**config.mk**
```make
export PLATFORM = sky130hd
export DESIGN_NAME = uart_rx_gen
export DESIGN_NICKNAME = d
export VERILOG_FILES = /design/src/rtl/uart_pkg.sv /design/src/rtl/uart_rx_sampler.sv /design/src/rtl/uart_rx_gen.sv
export SDC_FILE = /design/constraint.sdc
export NUM_CORES = 1
export LEC_CHECK = 0
export ABC_AREA = 0
export CORE_ASPECT_RATIO = 1.25
export CORE_UTILIZATION = 55
export DETAILED_ROUTE_END_ITERATION = 10
export GPL_TIMING_DRIVEN = 0
export PLACE_DENSITY = 0.77
export SYNTH_ARGS = -nofsm -noshare
export SYNTH_HDL_FRONTEND = slang
export SYNTH_SLANG_ARGS = --single-unit
```
**constraint.sdc**
```tcl
create_clock -name clk -period 7.65 [get_ports clk]
set_input_delay 1.53 -clock clk [delete_from_list [all_inputs] [get_ports clk]]
set_output_delay 1.53 -clock clk [all_outputs]
set_load 0.02 [all_outputs]
```
**src/rtl/uart_pkg.sv**
```systemverilog
// Shared definitions for the UART receiver: FSM encoding, prescale floor,
// legal data-width range and the 2-of-3 vote used by the bit sampler.
package uart_pkg;

  localparam int PRESCALE_MIN = 4;
  localparam int DATA_W_MIN   = 5;
  localparam int DATA_W_MAX   = 9;

  typedef enum logic [2:0] {
    ST_IDLE   = 3'd0,
    ST_START  = 3'd1,
    ST_DATA   = 3'd2,
    ST_PARITY = 3'd3,
    ST_STOP   = 3'd4
  } rx_state_e;

  function automatic logic maj3(input logic a, input logic b, input logic c);
    return (a & b) | (a & c) | (b & c);
  endfunction

endpackage

```
**src/rtl/uart_rx_sampler.sv**
```systemverilog
// Two-flop line synchroniser, falling-edge detector and 3-sample majority voter.
// The vote combines two stored samples with the live synchronised line value.
module uart_rx_sampler
  import uart_pkg::*;
(
  input  logic clk,
  input  logic rst,
  input  logic rx_i,
  input  logic sample_i,
  output logic fall_o,
  output logic maj_o
);

  logic [1:0] sync_q;
  logic       prev_q;
  logic [1:0] samp_q;

  always_ff @(posedge clk or posedge rst) begin
    if (rst) begin
      sync_q <= 2'b11;
      prev_q <= 1'b1;
      samp_q <= 2'b11;
    end else begin
      sync_q <= {sync_q[0], rx_i};
      prev_q <= sync_q[1];
      if (sample_i) begin
        samp_q <= {samp_q[0], sync_q[1]};
      end
    end
  end

  // A held-low line never produces a new edge, which gives break lockout for free.
  assign fall_o = prev_q & ~sync_q[1];
  assign maj_o  = maj3(samp_q[1], samp_q[0], sync_q[1]);

endmodule

```
**src/rtl/uart_rx_gen.sv**
```systemverilog
// Configurable UART receiver: start/data/parity/stop FSM with per-frame latched
// configuration and a one-deep output holding register with overrun signalling.
module uart_rx_gen
  import uart_pkg::*;
#(
  parameter int DATA_W     = 8,
  parameter int PRESCALE_W = 6
) (
  input  logic                  clk,
  input  logic                  rst,
  input  logic                  RX_IN,
  input  logic [PRESCALE_W-1:0] prescale,
  input  logic                  PAR_EN,
  input  logic                  PAR_TYP,
  input  logic                  STOP2,
  input  logic                  data_ready,
  output logic [DATA_W-1:0]     P_DATA,
  output logic                  data_valid,
  output logic                  parity_error,
  output logic                  stop_error,
  output logic                  overrun
);

  localparam logic [PRESCALE_W-1:0] ONE      = PRESCALE_W'(1);
  localparam logic [PRESCALE_W-1:0] P_MIN    = PRESCALE_W'(PRESCALE_MIN);
  localparam logic [3:0]            BIT_LAST = 4'(DATA_W - 1);

  rx_state_e             state_q, state_d;
  logic [PRESCALE_W-1:0] cnt_q, cnt_d, presc_q, presc_d;
  logic [3:0]            bit_q, bit_d;
  logic                  stop_q, stop_d;
  logic                  par_en_q, par_en_d, par_typ_q, par_typ_d, stop2_q, stop2_d;
  logic [DATA_W-1:0]     data_q, data_d, p_data_q, p_data_d;
  logic                  par_err_q, par_err_d, stop_err_q, stop_err_d, commit_q, commit_d;
  logic                  valid_q, valid_d, perr_out_q, perr_out_d;
  logic                  serr_out_q, serr_out_d, ovr_q, ovr_d;
  logic                  fall, maj, busy, sample_en, decide, last_cnt;
  logic [PRESCALE_W-1:0] half;

  assign busy      = (state_q != ST_IDLE);
  assign half      = presc_q >> 1;
  assign last_cnt  = (cnt_q == presc_q - ONE);
  assign sample_en = busy && ((cnt_q == half - ONE) || (cnt_q == half));
  assign decide    = busy && (cnt_q == half + ONE);

  uart_rx_sampler u_sampler (
    .clk      (clk),
    .rst      (rst),
    .rx_i     (RX_IN),
    .sample_i (sample_en),
    .fall_o   (fall),
    .maj_o    (maj)
  );

  always_comb begin
    state_d    = state_q;
    cnt_d      = (busy && !last_cnt) ? cnt_q + ONE : '0;
    presc_d    = presc_q;
    bit_d      = bit_q;
    stop_d     = stop_q;
    par_en_d   = par_en_q;
    par_typ_d  = par_typ_q;
    stop2_d    = stop2_q;
    data_d     = data_q;
    par_err_d  = par_err_q;
    stop_err_d = stop_err_q;
    commit_d   = 1'b0;
    unique case (state_q)
      ST_IDLE: begin
        if (fall) begin
          state_d    = ST_START;
          cnt_d      = '0;
          presc_d    = (prescale < P_MIN) ? P_MIN : prescale;
          par_en_d   = PAR_EN;
          par_typ_d  = PAR_TYP;
          stop2_d    = STOP2;
          bit_d      = '0;
          stop_d     = 1'b0;
          par_err_d  = 1'b0;
          stop_err_d = 1'b0;
        end
      end
      ST_START: begin
        if (decide && maj) begin
          state_d = ST_IDLE;
          cnt_d   = '0;
        end else if (last_cnt) begin
          state_d = ST_DATA;
        end
      end
      ST_DATA: begin
        if (decide) begin
          data_d = {maj, data_q[DATA_W-1:1]};
        end
        if (last_cnt) begin
          if (bit_q == BIT_LAST) begin
            state_d = par_en_q ? ST_PARITY : ST_STOP;
          end else begin
            bit_d = bit_q + 4'd1;
          end
        end
      end
      ST_PARITY: begin
        if (decide) begin
          par_err_d = ((^data_q) ^ maj) != par_typ_q;
        end
        if (last_cnt) begin
          state_d = ST_STOP;
        end
      end
      ST_STOP: begin
        // The last stop bit ends the frame at its vote; its tail is not waited out.
        if (decide) begin
          if (!maj) begin
            stop_err_d = 1'b1;
          end
          if (stop_q == stop2_q) begin
            state_d  = ST_IDLE;
            cnt_d    = '0;
            commit_d = 1'b1;
          end
        end
        if (last_cnt) begin
          stop_d = 1'b1;
        end
      end
      default: begin
        state_d = ST_IDLE;
        cnt_d   = '0;
      end
    endcase
  end

  always_comb begin
    p_data_d   = p_data_q;
    valid_d    = valid_q;
    perr_out_d = perr_out_q;
    serr_out_d = serr_out_q;
    ovr_d      = 1'b0;
    if (commit_q) begin
      if (!valid_q || data_ready) begin
        p_data_d   = data_q;
        perr_out_d = par_err_q;
        serr_out_d = stop_err_q;
        valid_d    = 1'b1;
      end else begin
        ovr_d = 1'b1;
      end
    end else if (valid_q && data_ready) begin
      valid_d = 1'b0;
    end
  end

  always_ff @(posedge clk or posedge rst) begin
    if (rst) begin
      state_q    <= ST_IDLE;
      cnt_q      <= '0;
      presc_q    <= P_MIN;
      bit_q      <= '0;
      stop_q     <= 1'b0;
      par_en_q   <= 1'b0;
      par_typ_q  <= 1'b0;
      stop2_q    <= 1'b0;
      data_q     <= '0;
      par_err_q  <= 1'b0;
      stop_err_q <= 1'b0;
      commit_q   <= 1'b0;
      p_data_q   <= '0;
      valid_q    <= 1'b0;
      perr_out_q <= 1'b0;
      serr_out_q <= 1'b0;
      ovr_q      <= 1'b0;
    end else begin
      state_q    <= state_d;
      cnt_q      <= cnt_d;
      presc_q    <= presc_d;
      bit_q      <= bit_d;
      stop_q     <= stop_d;
      par_en_q   <= par_en_d;
      par_typ_q  <= par_typ_d;
      stop2_q    <= stop2_d;
      data_q     <= data_d;
      par_err_q  <= par_err_d;
      stop_err_q <= stop_err_d;
      commit_q   <= commit_d;
      p_data_q   <= p_data_d;
      valid_q    <= valid_d;
      perr_out_q <= perr_out_d;
      serr_out_q <= serr_out_d;
      ovr_q      <= ovr_d;
    end
  end

  assign P_DATA       = p_data_q;
  assign data_valid   = valid_q;
  assign parity_error = perr_out_q;
  assign stop_error   = serr_out_q;
  assign overrun      = ovr_q;

endmodule

```
==> impl_metrics.csv <==
group,metric,value,unit
critical_path,r2r_end,"data_q[1]",
synth,synth_area_leaders,"dfrtp_1 (40%), mux2_2 (9.6%), dfstp_2 (5.6%)",
synth,synth_top_area_share,0.4007,
timing,worstMarginPinSlew,0.8328,ns
final_layout,drive_gt1_frac,0.2067,
global_route,overflow,0,
final_layout,seq_area,1284,µm²
synth,synth-edff-count,0,
final_layout,multi_input_area,1389,µm²
critical_path,r2r_start,"presc_q[2]",
power,peakVddDrop,0.1672,mV
critical_path,required,7.84,ns
floorplan,die-area,5401,µm²
synth,synth_cells,267,
critical_path,worstPathMaxFanout,8,
synth,syn-num-nets,286,
synth,synth_flop_cell,"dfrtp_1",
clock_network,cts-resized-gates,0,
critical_path,crit_start,"presc_q[2]",
power,clkPwrFrac,0.201,
timing,max_freq,351.1,MHz
timing,post-route-period-util,0.3723,
flow_run,drv_cap,0,
status,outcome,"finished clean",
drt,drt_iter0_drc,98,
worst_hold_path,holdCritStartpoint,"u_sampler.sync_q[0]",
timing,finalHoldViolCount,0,
drt,wl_per_cell,15.17,µm
drt,drcViolationCount,0,
synth,ys_types,57,
power,p_leak,1.503,nW
synth,async_flop_share,1.000,
clock_network,clockBufferDepth,2,
global_route,antenna_found_initial,0,
clock_network,clock_latency,0.31,ns
power,netSwitchingFraction,0.3771,
drt,ant_nets,0,
critical_path,start_kind,"register",
timing,relSlewSlack,0.4389,
timing,layout_min_cycle_time,2.848,ns
placement,place_congestion,0.8866,
clock_network,clock_sinks,51,
placement,portBuffers,24,
timing,report.final.slew_viol_count,0,
global_route,grt.total_usage,0.2328,
drt,drt_wl_total,5.460,mm
final_layout,antenna_cells,0,
clock_network,cts_setup_buffers,0,
synth,netlist_area,2810,µm²
clock_network,cts-root-buf,"clkbuf_8",
floorplan,die_w,65.94,µm
final_layout,nets,318,
global_route,grt_pass1_vias,2113,
floorplan,start_util,0.5813,
final_layout,syn2layout_area_growth,16.65,%
timing,finalSetupViolations,0,
power,power_switching,0.0004082,W
synth,ys_ff_latch,51,
placement,placed_area,3146,µm²
timing,fin_worst_skew,0.01218,ns
power,power_frac_seq,0.339,
drt,via_count,2030,
critical_path,r2r_setup_slack,4.80,ns
power,powerDensity,330.2,nW/µm²
critical_path,worstSetupPathType,"reg2reg",
global_route,grt_max_degree,41,
clock_network,cts_made_buffers,5,
final_layout,fillers,409,
synth,yosysSeqAreaShare,0.4568,
floorplan,chipHeight,81.92,µm
critical_path,r2r_cells,10,
synth,yosys_warnings,0,
drt,vias_per_cell,5.639,
final_layout,final_cell_area,3278,µm²
power,combPwrFrac,0.460,
clock_network,cts_tree,"built",
floorplan,rows,28,
global_route,grt_pass1_wl,9.459,mm
placement,place_hpwl,4.028,mm
drt,first_pass_iters,4,
clock_network,htree_levels,2,
clock_network,ctsHoldBuffers,0,
synth,synth_area_per_cell,10.53,µm²
worst_hold_path,hold_path.class,"reg2reg",
timing,tns,0,ns
power,p_int,0.0006744,W
floorplan,core,4835,µm²
worst_hold_path,hold_end,"u_sampler.sync_q[1]",
critical_path,critical_path_arrival,3.04,ns
floorplan,io_pins,25,
critical_path,endpoint_kind,"register",
clock_network,path_clk_slew,0.09,ns
worst_hold_path,min_path_cells,0,
timing,rsz0062_at_grt,"no",
synth,yosysTopAreaCell,"dfrtp_1",
cells by family after synthesis:
group / share of synthesized area
compound gates: 0.1073
simple gates: 0.1452
fa+ha+maj: 0.02671
mux: 0.1184
xor+xnor: 0.09662
flops: 0.4568
buf+inv: 0.04898
power groups by stage:
| stage | clock, W | combinational [W] | sequential (W) |
|---|---|---|---|
| floorplan | 0 | 0.000400 | 0.000360 |
| finish | 0.000218 | 0.000498 | 0.000367 |
| global route | 0.000229 | 0.000556 | 0.000373 |
| CTS | 0.000222 | 0.000498 | 0.000367 |
| global placement | 0 | 0.000483 | 0.000369 |
| detailed placement | 0 | 0.000496 | 0.000372 |
how the worst max path moves through the flow:
stage	endpoint	slack (ns)	cells after the start
floorplan	P_DATA[0]	4.90	1
global placement	bit_q[1]	3.93	2
detailed placement	P_DATA[3]	4.49	5
CTS	P_DATA[3]	4.80	5
global route	data_q[0]	4.59	10
finish	data_q[1]	4.80	10
cells in the final DEF, fill, tap and decap left out, types with 6 or more instances in the layout:
master / instances
xor2_1: 14
dfstp_2: 6
ha_1: 6
o21ai_0: 9
mux2_2: 24
nand2_1: 17
xnor2_1: 17
a21oi_1: 10
nor2_1: 24
inv_1: 13
clkdlybuf4s50_1: 24
dfrtp_1: 45
metal layers:
metal  track usage  vias up  share of wire
met5             0        -              0
met4       0.08723        0          0.014
met3       0.04306        6          0.036
met2        0.4235       35           0.51
met1        0.2694     1002           0.44
li1              -      987              -
critical path, stage by stage, from the launching register on:
cell and delay [ns]:
dfstp_2 0.53, buf_2 0.18, inv_1 0.10, ha_1 0.29
xor2_1 0.15, nor3_1 0.18, nand4_1 0.25, nor2_1 0.31
and2_1 0.17, buf_2 0.22, mux2_2 0.36
sequential cells by signal, indices dropped and copies added, names as in the netlist, 2 cells and up:
name	count
P_DATA	8
data_q	8
cnt_q	6
presc_q	6
bit_q	4
state_q	3
u_sampler.samp_q	2
u_sampler.sync_q	2
metrics by stage:
step                utilization  cells   power, W  hold slack, ns  setup WS (ns)
finish                   0.6781    360   0.001083          0.3576          4.802
global route             0.6781    360   0.001159          0.3727          4.590
CTS                      0.6781    360   0.001088          0.3663          4.802
detailed placement       0.6506    352  0.0008679          0.3510          4.494
global placement         0.6465    351  0.0008516          0.3470          3.929
floorplan                     -    267  0.0007602          0.3452          4.900
Yosys cell counts, drive strengths merged, types with 6 or more instances:
| library cell | count |
|---|---|
| xnor2 | 17 |
| o21ai | 10 |
| dfrtp | 45 |
| mux2 | 26 |
| a21oi | 10 |
| nor2 | 24 |
| ha | 6 |
| buf | 10 |
| nand2 | 17 |
| xor2 | 14 |
| inv | 14 |
| dfstp | 6 |
cell type report:
type	count	share of cell area
tap	60	0.02290
buffer	13	0.02595
clock buffer	6	0.02214
sequential	51	0.3916
clock inverter	2	0.01832
timing repair buffer	25	0.07939
multi-input combinational	189	0.4237
inverter	14	0.01603
(Power assumes the default switching activity.)
